File: src/rtl/i2c_pkg.sv
// Shared constants for the single-master I2C initiator: FSM state codes,
// byte-slot indices and default parameters.
package i2c_pkg;

  localparam int         QUARTER_DEFAULT = 62;
  localparam logic [6:0] DEFAULT_DEV_ID  = 7'd5;

  localparam logic [3:0] S_IDLE    = 4'd0;
  localparam logic [3:0] S_START_A = 4'd1;
  localparam logic [3:0] S_START_B = 4'd2;
  localparam logic [3:0] S_BIT_Q0  = 4'd3;
  localparam logic [3:0] S_BIT_Q1  = 4'd4;
  localparam logic [3:0] S_BIT_Q2  = 4'd5;
  localparam logic [3:0] S_BIT_Q3  = 4'd6;
  localparam logic [3:0] S_STOP_A  = 4'd7;
  localparam logic [3:0] S_STOP_B  = 4'd8;
  localparam logic [3:0] S_STOP_C  = 4'd9;
  localparam logic [3:0] S_DONE    = 4'd10;

  localparam logic [1:0] BYTE_ADDR = 2'd0;
  localparam logic [1:0] BYTE_DATA = 2'd2;

endpackage

File: src/rtl/i2c_tick_gen.sv
// Quarter-period timebase: one-cycle tick on the last cycle of every quarter
// while enabled; the counter sits at zero whenever disabled.
module i2c_tick_gen #(
  parameter int QUARTER = 62
) (
  input  logic CLK,
  input  logic Reset,
  input  logic en_i,
  output logic tick_o
);

  localparam int CW = (QUARTER > 1) ? $clog2(QUARTER) : 1;

  logic [CW-1:0] cnt_q, cnt_d;

  assign tick_o = en_i && (cnt_q == CW'(QUARTER - 1));

  always_comb begin
    if (!en_i || tick_o) cnt_d = '0;
    else                 cnt_d = cnt_q + 1'b1;
  end

  always_ff @(posedge CLK) begin
    if (!Reset) cnt_q <= '0;
    else        cnt_q <= cnt_d;
  end

endmodule

File: src/rtl/i2c_master_ctrl.sv
// Single-master I2C initiator: START, {DevID,RW}, RegAddr, one data byte
// (write or read, no repeated START), STOP. Each FSM state lasts one quarter.
module i2c_master_ctrl
  import i2c_pkg::*;
#(
  parameter int QUARTER = QUARTER_DEFAULT
) (
  input  logic       CLK,
  input  logic       Reset,
  input  logic       iStart,
  input  logic       iRW,
  input  logic [6:0] iDevID,
  input  logic [7:0] iRegAddr,
  input  logic [7:0] iWData,
  input  logic       iSDA,
  output logic       SCL,
  output logic       oSDA,
  output logic [7:0] oRData,
  output logic       oBusy,
  output logic       oDone,
  output logic       oAckErr
);

  logic [3:0] state_q, state_d;
  logic [7:0] shift_q, shift_d;
  logic [3:0] bit_cnt_q, bit_cnt_d;
  logic [1:0] byte_q, byte_d;
  logic       rw_q, rw_d;
  logic [6:0] dev_q, dev_d;
  logic [7:0] reg_q, reg_d;
  logic [7:0] wdata_q, wdata_d;
  logic [7:0] rdata_q, rdata_d;
  logic       ack_err_q, ack_err_d;

  logic busy, accept, tick, ninth, reading, bit_val;

  assign busy    = (state_q != S_IDLE) && (state_q != S_DONE);
  assign accept  = iStart && !busy;
  assign ninth   = (bit_cnt_q == 4'd0);
  assign reading = rw_q && (byte_q == BYTE_DATA);
  // Master releases SDA for every 9th bit and for all bits of the read byte.
  assign bit_val = (ninth || reading) ? 1'b1 : shift_q[7];

  i2c_tick_gen #(.QUARTER(QUARTER)) u_tick (
    .CLK    (CLK),
    .Reset  (Reset),
    .en_i   (busy),
    .tick_o (tick)
  );

  always_comb begin
    // NOTE: every next-state signal gets its hold value first, so no path leaves one unassigned (no latches).
    state_d   = state_q;
    shift_d   = shift_q;
    bit_cnt_d = bit_cnt_q;
    byte_d    = byte_q;
    rw_d      = rw_q;
    dev_d     = dev_q;
    reg_d     = reg_q;
    wdata_d   = wdata_q;
    rdata_d   = rdata_q;
    ack_err_d = ack_err_q;
    case (state_q)
      S_IDLE, S_DONE: begin
        if (accept) begin
          state_d   = S_START_A;
          rw_d      = iRW;
          dev_d     = iDevID;
          reg_d     = iRegAddr;
          wdata_d   = iWData;
          ack_err_d = 1'b0;
        end else if (state_q == S_DONE) begin
          state_d = S_IDLE;
        end
      end
      S_START_A: if (tick) state_d = S_START_B;
      S_START_B: if (tick) begin
        state_d   = S_BIT_Q0;
        bit_cnt_d = 4'd8;
        shift_d   = {dev_q, rw_q};
        byte_d    = BYTE_ADDR;
      end
      S_BIT_Q0: if (tick) state_d = S_BIT_Q1;
      S_BIT_Q1: if (tick) state_d = S_BIT_Q2;
      S_BIT_Q2: if (tick) begin
        state_d = S_BIT_Q3;
        if (!ninth && reading)       shift_d   = {shift_q[6:0], iSDA};
        else if (ninth && !reading && iSDA) ack_err_d = 1'b1;
      end
      S_BIT_Q3: if (tick) begin
        if (!ninth) begin
          state_d   = S_BIT_Q0;
          bit_cnt_d = bit_cnt_q - 4'd1;
          if (!reading) shift_d = {shift_q[6:0], 1'b0};
        end else begin
          if (reading) rdata_d = shift_q;
          if (ack_err_q || byte_q == BYTE_DATA) begin
            state_d = S_STOP_A;
          end else begin
            state_d   = S_BIT_Q0;
            bit_cnt_d = 4'd8;
            byte_d    = byte_q + 2'd1;
            shift_d   = (byte_q == BYTE_ADDR) ? reg_q : wdata_q;
          end
        end
      end
      S_STOP_A: if (tick) state_d = S_STOP_B;
      S_STOP_B: if (tick) state_d = S_STOP_C;
      S_STOP_C: if (tick) state_d = S_DONE;
      default:  state_d = S_IDLE;
    endcase
  end

  always_comb begin
    SCL  = 1'b1;
    oSDA = 1'b1;
    case (state_q)
      S_START_A: begin SCL = 1'b1; oSDA = 1'b0;    end
      S_START_B: begin SCL = 1'b0; oSDA = 1'b0;    end
      S_BIT_Q0:  begin SCL = 1'b0; oSDA = bit_val; end
      S_BIT_Q1:  begin SCL = 1'b1; oSDA = bit_val; end
      S_BIT_Q2:  begin SCL = 1'b1; oSDA = bit_val; end
      S_BIT_Q3:  begin SCL = 1'b0; oSDA = bit_val; end
      S_STOP_A:  begin SCL = 1'b0; oSDA = 1'b0;    end
      S_STOP_B:  begin SCL = 1'b1; oSDA = 1'b0;    end
      default:   begin SCL = 1'b1; oSDA = 1'b1;    end
    endcase
  end

  // NOTE: state registers use non-blocking assignments so all flops update together at the edge.
  always_ff @(posedge CLK) begin
    if (!Reset) begin
      state_q   <= S_IDLE;
      shift_q   <= '0;
      bit_cnt_q <= '0;
      byte_q    <= BYTE_ADDR;
      rw_q      <= 1'b0;
      dev_q     <= DEFAULT_DEV_ID;
      reg_q     <= '0;
      wdata_q   <= '0;
      rdata_q   <= '0;
      ack_err_q <= 1'b0;
    end else begin
      state_q   <= state_d;
      shift_q   <= shift_d;
      bit_cnt_q <= bit_cnt_d;
      byte_q    <= byte_d;
      rw_q      <= rw_d;
      dev_q     <= dev_d;
      reg_q     <= reg_d;
      wdata_q   <= wdata_d;
      rdata_q   <= rdata_d;
      ack_err_q <= ack_err_d;
    end
  end

  assign oRData  = rdata_q;
  assign oBusy   = busy;
  assign oDone   = (state_q == S_DONE);
  assign oAckErr = ack_err_q;

endmodule
File: config.mk
export PLATFORM = sky130hd
export DESIGN_NAME = i2c_master_ctrl
export DESIGN_NICKNAME = d
export VERILOG_FILES = /design/src/rtl/i2c_pkg.sv /design/src/rtl/i2c_tick_gen.sv /design/src/rtl/i2c_master_ctrl.sv
export SDC_FILE = /design/constraint.sdc
export NUM_CORES = 1
export LEC_CHECK = 0
export ABC_AREA = 1
export BUFFER_PORTS_ARGS = -buffer_cell sky130_fd_sc_hd__buf_2
export CAP_MARGIN = 20
export CORE_MARGIN = 5
export CORE_UTILIZATION = 55
export DETAILED_ROUTE_END_ITERATION = 12
export PLACE_DENSITY = 0.79
export SYNTH_ARGS = -nofsm -noshare
export SYNTH_HDL_FRONTEND = slang
export SYNTH_SLANG_ARGS = --single-unit
File: constraint.sdc
create_clock -name CLK -period 2 [get_ports CLK]
set_clock_uncertainty 0.05 [all_clocks]
set_input_delay 0.4 -clock CLK [delete_from_list [all_inputs] [get_ports CLK]]
set_output_delay 0.4 -clock CLK [all_outputs]
set_load 0.01 [all_outputs]
# Word-level counts from Yosys, hierarchy flattened

Cells that the tools add are included.

Register bits after elaboration: 57
Bits of input ports: 28
Word-level logic and storage cells: 118

$add $sub $neg: 3
Eq/ne operators: 31
Muxes and demuxes: 40
Bitwise operators: 1
Reduce and logical (&&, ||, !) cells: 32

Operators with widths:

| kind                                                             | number |
|---|---|
| 8-bit two-way mux                                                | 8 |
| 4-bit two-way mux                                                | 14 |
| 4-bit one-hot mux with 10 select lines                           | 1 |
| 8-bit one-hot mux with 3 select lines                            | 1 |
| 2-bit by 1-bit != test with 1-bit output (second input constant) | 9 |
| 4-bit by 3-bit == test with 1-bit output (second input constant) | 4 |
| 4-bit == test (second input constant)                            | 3 |
| 2-bit != test (second input constant)                            | 6 |
| 4-bit OR reduction                                               | 3 |
| 10-bit AND reduction                                             | 1 |
| 5-bit AND reduction                                              | 2 |
| 3-bit != test (second input constant)                            | 3 |
| 4-bit by 2-bit == test with 1-bit output (second input constant) | 2 |
| 4-bit zero test                                                  | 2 |
| 2-bit two-way mux                                                | 4 |
| 4-bit one-hot mux with 2 select lines                            | 1 |
| 4-bit AND reduction                                              | 2 |
| 1-bit logical AND                                                | 7 |
| 7-bit AND reduction                                              | 1 |
| 6-bit by 1-bit adder with 6-bit output (second input constant)   | 1 |
| 6-bit == test (second input constant)                            | 1 |
| 1-bit two-way mux                                                | 6 |
| 3-bit two-way mux                                                | 2 |
| 4-bit by 1-bit == test with 1-bit output (second input constant) | 1 |
| other kinds (15)                                                 | 22 |

# Longest topological paths before layout

Depth after elaboration: 9
Gate-level depth with buffers: 12
Gate-level depth less buffers: 11

# Cells and area by module

A second synthesis with hierarchy kept.

Cell total of the unflattened synthesis: 420
Area total of the unflattened synthesis: 2,961.6 µm²

By module, submodules not included:

| module          | instances | cells each | area an instance (µm²) | seq. area each (µm²) |
|---|---|---|---|---|
| i2c_master_ctrl | 1         | 388        | 2,677.6                | 1,021.0 |
| i2c_tick_gen    | 1         | 32         | 284.0                  | 120.1 |

# Least setup slack after synthesis

No wires, ideal clock.

Path type: reg-to-reg
From: reg bit_cnt_q[0]
To: reg rdata_q[0] (netlist: oRData[0])
Data arrival time: 1.474 ns
Required time: 1.834 ns
Slack: 0.360 ns
Cell stages (with the launch flop): 10
Period minus slack after synthesis: 1.640 ns
Cells stage by stage: dfxtp_1 -> inv_1 -> ha_1 -> nand3_1 -> nor2_4 -> nand2_1 -> nor2_4 -> inv_2 -> nor2_1 -> nor2_1

Word-level cells in the longest chain between the ends: 2

Ends and longest elaborated chain:

| element                       | line                   | RTL |
|---|---|---|
| from (decl)                   | i2c_master_ctrl.sv:26  | `logic [3:0] bit_cnt_q, bit_cnt_d;` |
| from (signal assigned)        | i2c_master_ctrl.sv:146 | `bit_cnt_q <= bit_cnt_d;` |
| 4-bit zero test               | i2c_master_ctrl.sv:39  | `assign ninth = (bit_cnt_q == 4'd0);` |
| 4-bit AND reduction (no line) | -                      |  |
| to (signal assigned)          | i2c_master_ctrl.sv:152 | `rdata_q <= rdata_d;` |
| to (decl)                     | i2c_master_ctrl.sv:32  | `logic [7:0] rdata_q, rdata_d;` |

No other way between the ends.
A chain may end at the register's enable or synchronous reset.

# Final worst setup path

From: reg bit_cnt_q[0]
To: out oSDA

Word-level cells in the longest chain between the ends: 4

Ends and longest elaborated chain:

| element                               | line                   | RTL |
|---|---|---|
| 4-bit zero test                       | i2c_master_ctrl.sv:39  |  |
| 1-bit logical OR                      | i2c_master_ctrl.sv:42  | `assign bit_val = (ninth \|\| reading) ? 1'b1 : shift_q[7];` |
| 1-bit two-way mux                     | i2c_master_ctrl.sv:42  |  |
| 1-bit one-hot mux with 2 select lines | i2c_master_ctrl.sv:117 | `case (state_q)` |
| to (decl)                             | i2c_master_ctrl.sv:17  | `output logic oSDA,` |

No other way between the ends.

==> metrics.md <==
| Metric | Value |
|---|---|
| Status | finished clean |
| P_sw | around 1.7 mW |
| Vias in the first global route | 2484 |
| NumNets Final | about 500 |
| CP Max Fanout | 3 |
| Mapped Cells | 426 |
| Tot GR Track Use | 0.204 |
| Largest net degree at the start of global routing | 23 |
| Fill count | 443 |
| Rel. slew slack | 0.673 |
| # rows | 26 |
| Cells on worst reg2reg path | 8 |
| ANT nets after route | 0 |
| Post-layout util | 0.659 |
| Largest delay contributor family on the critical path | flip-flops |
| Worst VDD drop | 0.000600 V |
| CP startpoint kind | register |
| Total CTS buffers | 9 |
| Worst-Margin Slew | about 0.49 ns |
| Worst path bufs/invs | 2 |
| # clock sinks | 57 |
| CTS Buffer Depth | 2 |
| Placed cell area | 0.00309 mm² |
| Iter 0 DRT Violations | 177 |
| Die Ht | around 80 µm |
| Primary FF master, synth | dfxtp_1 |
| Setup CP Type | register to primary output |
| Placed instance count | 529 |
| Yosys warns | 0 |
| EDFF count, synth | 0 |
| Sequential fraction of the synthesis area | 0.404 |
| Routed length per instance | 11.1 µm |
| Global-route wire length before repair | 10600 µm |
| Final WL | 6070 µm |
| Post-Syn Area | 0.00282 mm² |
| Port bufs | 40 |
| Final setup vio count | 0 |
| DR vias | roughly 2700 |
| Synthesized area per cell | 6.63 µm² |
| Initial antenna violation count | 0 |
| R2r setup slk | 0.22 ns |
| Grt ovf | 0 |
| Final instance area | 0.00332 mm² |
| Area leader, netlist | dfxtp_1 |
| Most common cell after layout, fill and taps aside | nor2_1 |
| CTS tree | yes |
| Data arrival, critical path | 1.48 ns |
| Syn Nets | 460 |
| Drt first pass iters | 5 |
| Initial cell density of the core | 0.560 |
| Final routed DRC violation total | 0 |
| Clock root cell | clkbuf_8 |
| Synth cell types | 27 |
| Crit end category | primary output |
| Final HPWL DP | between 4000 and 5000 µm |
| Clk_lat worst skew | 0.34 ns |
| Leak | ~1.5 nW |
| Hold Crit Class | input pin to register |
| Pint | 2.39 mW |
| I/O pin count | 41 |
| Vias per Instance | 4.89 |
| Post-synth ARST share | 0 |
| # diodes | 0 |
| Die width | 81.6 µm |
| Fmax | 0.518 GHz |
| Clock slew at reported path FFs | ~0.07 ns |
| Sw Share | 0.413 |
| Crit path depth | 7 |
| Fraction of layout instances using a drive strength above 1 | 0.216 |
| Logic gate share of total power | 0.399 |
| Critical path required time | 1.55 ns |
| Area Growth Syn to Fin | 17.6% |
| Yosys reg bits | between 50 and 60 |
| TNS Setup | 0 ns |
| Period utilization | 0.966 |
| Hold Vio Cnt, Final | 0 |
| Crit-path max cell delay | 0.32 ns |
| Slowest-stage cell, CP | dfxtp_2 |
| Total die area | 0.00667 mm² |
| Pwr/cell area | 1220 mW/mm² |
| Layout Cells excl Fill | around 550 |
| Hold depth | 3 |
| Area of the core | 0.00504 mm² |
| Synth top area share | 0.404 |
| Final total power | 4.07 mW |
| Most frequent cells in the layout | 98 x nor2_1, 86 x nand2_1, 50 x dfxtp_1 |
| Max Slew Vio Count | 0 |
| Synth top area cells | dfxtp_1 40%, nor2_1 13%, nand2_1 12% |
| Routability cong. | 0.913 |
| Min Tclk post-route | 1.93 ns |
| MaxCap Viol Count | 0 |
| Critical Path, Cell by Cell | inv_2 > ha_4 > nand2_2 > nor2_4 > nor3_2 > o221ai_1 > buf_2 |
| H-Tree Depth | 3 |
| Clock Power Share | 0.221 |
| Seq pwr share | 0.381 |
==> worst min-delay path, delay by kind of cell <==
kind                   cells  cell delay, ns
and+or+nand+nor            2            0.10
buffers and inverters      1            0.07
==> kinds of logic (layout without fill, tap and decap cells) <==
logic type / count (synthesis) / count (layout) / share of synthesized area
simple gates: 231 / 231 / 0.347
compound gates: 71 / 71 / 0.128
flops: 57 / 57 / 0.404
buf+inv: 57 / 107 / 0.0820
fa+ha+maj: 6 / 6 / 0.0266
xor+xnor: 4 / 4 / 0.0124
==> power groups by stage <==
stage	Combinational, mW	Sequential (mW)	Clock [mW]
floorplan	1.26	1.50	0
global placement	1.56	1.54	0
detailed placement	1.59	1.55	0
CTS	1.63	1.53	0.919
global route	1.87	1.58	0.989
finish	1.62	1.55	0.898
==> flip-flops by register name, indices dropped and copies added (netlist names) <==
name / flops
bit_cnt_q: 4
byte_q: 2
dev_q: 7
oAckErr: 1
oRData: 8
reg_q: 8
rw_q: 1
shift_q: 8
state_q: 4
u_tick.cnt_q: 6
wdata_q: 8
==> layer usage <==
layer,wire (µm),GRT usage,up-vias
li1,-,-,1431
met1,2850,0.261,1160
met2,2770,0.326,68
met3,356,0.0439,12
met4,92,0.0997,0
met5,0,0,-
==> synth_stat cells (2+ instances only) <==
cell and count:
nor2_1 101, ha_1 6, nand2_2 5, xor2_1 3, dfxtp_1 57, nand2_1 89, o21ai_0 47, nor2_4 5
inv_1 40, nand3_1 21, a21oi_1 22, clkbuf_1 6, nor2_2 3, buf_4 2, nand3b_1 2, nand3_2 2
inv_2 5
==> metrics by stage <==
stage | hold WS, ns | setup WS [ns]
after global routing | 0.214 | -0.00612
after global placement | 0.388 | 0.259
after detailed placement | 0.393 | 0.234
after CTS | 0.218 | 0.0130
final | 0.224 | 0.0678
after floorplan | 0.374 | 0.360
==> cell type report <==
type	instances	area, µm²	share of cell area
clock buffer	9	124	0.0373
multi-input combinational	312	1500	0.451
clock inverter	6	36.3	0.0109
sequential	57	1150	0.347
inverter	45	169	0.0509
timing repair buffer	47	253	0.0761
tap	70	87.6	0.0264
==> worst paths after layout <==
path / from / to
min: iDevID[2] / dev_q[2]$_SDFFE_PN1N_
max: bit_cnt_q[0]$_SDFFE_PN0P_ / oSDA
min reg2reg: wdata_q[5]$_SDFFE_PN0N_ / wdata_q[5]$_SDFFE_PN0N_
max reg2reg: u_tick.cnt_q[0]$_SDFF_PP0_ / byte_q[0]$_SDFFE_PN0P_
==> repair_timing <==
action                                 in CTS  in global routing
hold buffers                                0                  0
pin swaps                                   1                  3
endpoints found under the hold margin       0                  0
setup endpoints to repair                   1                  1
setup buffers                               0                  2
resized for setup                          11                 15
cloned                                      0                  0
Power figures use the tool's default switching activity.
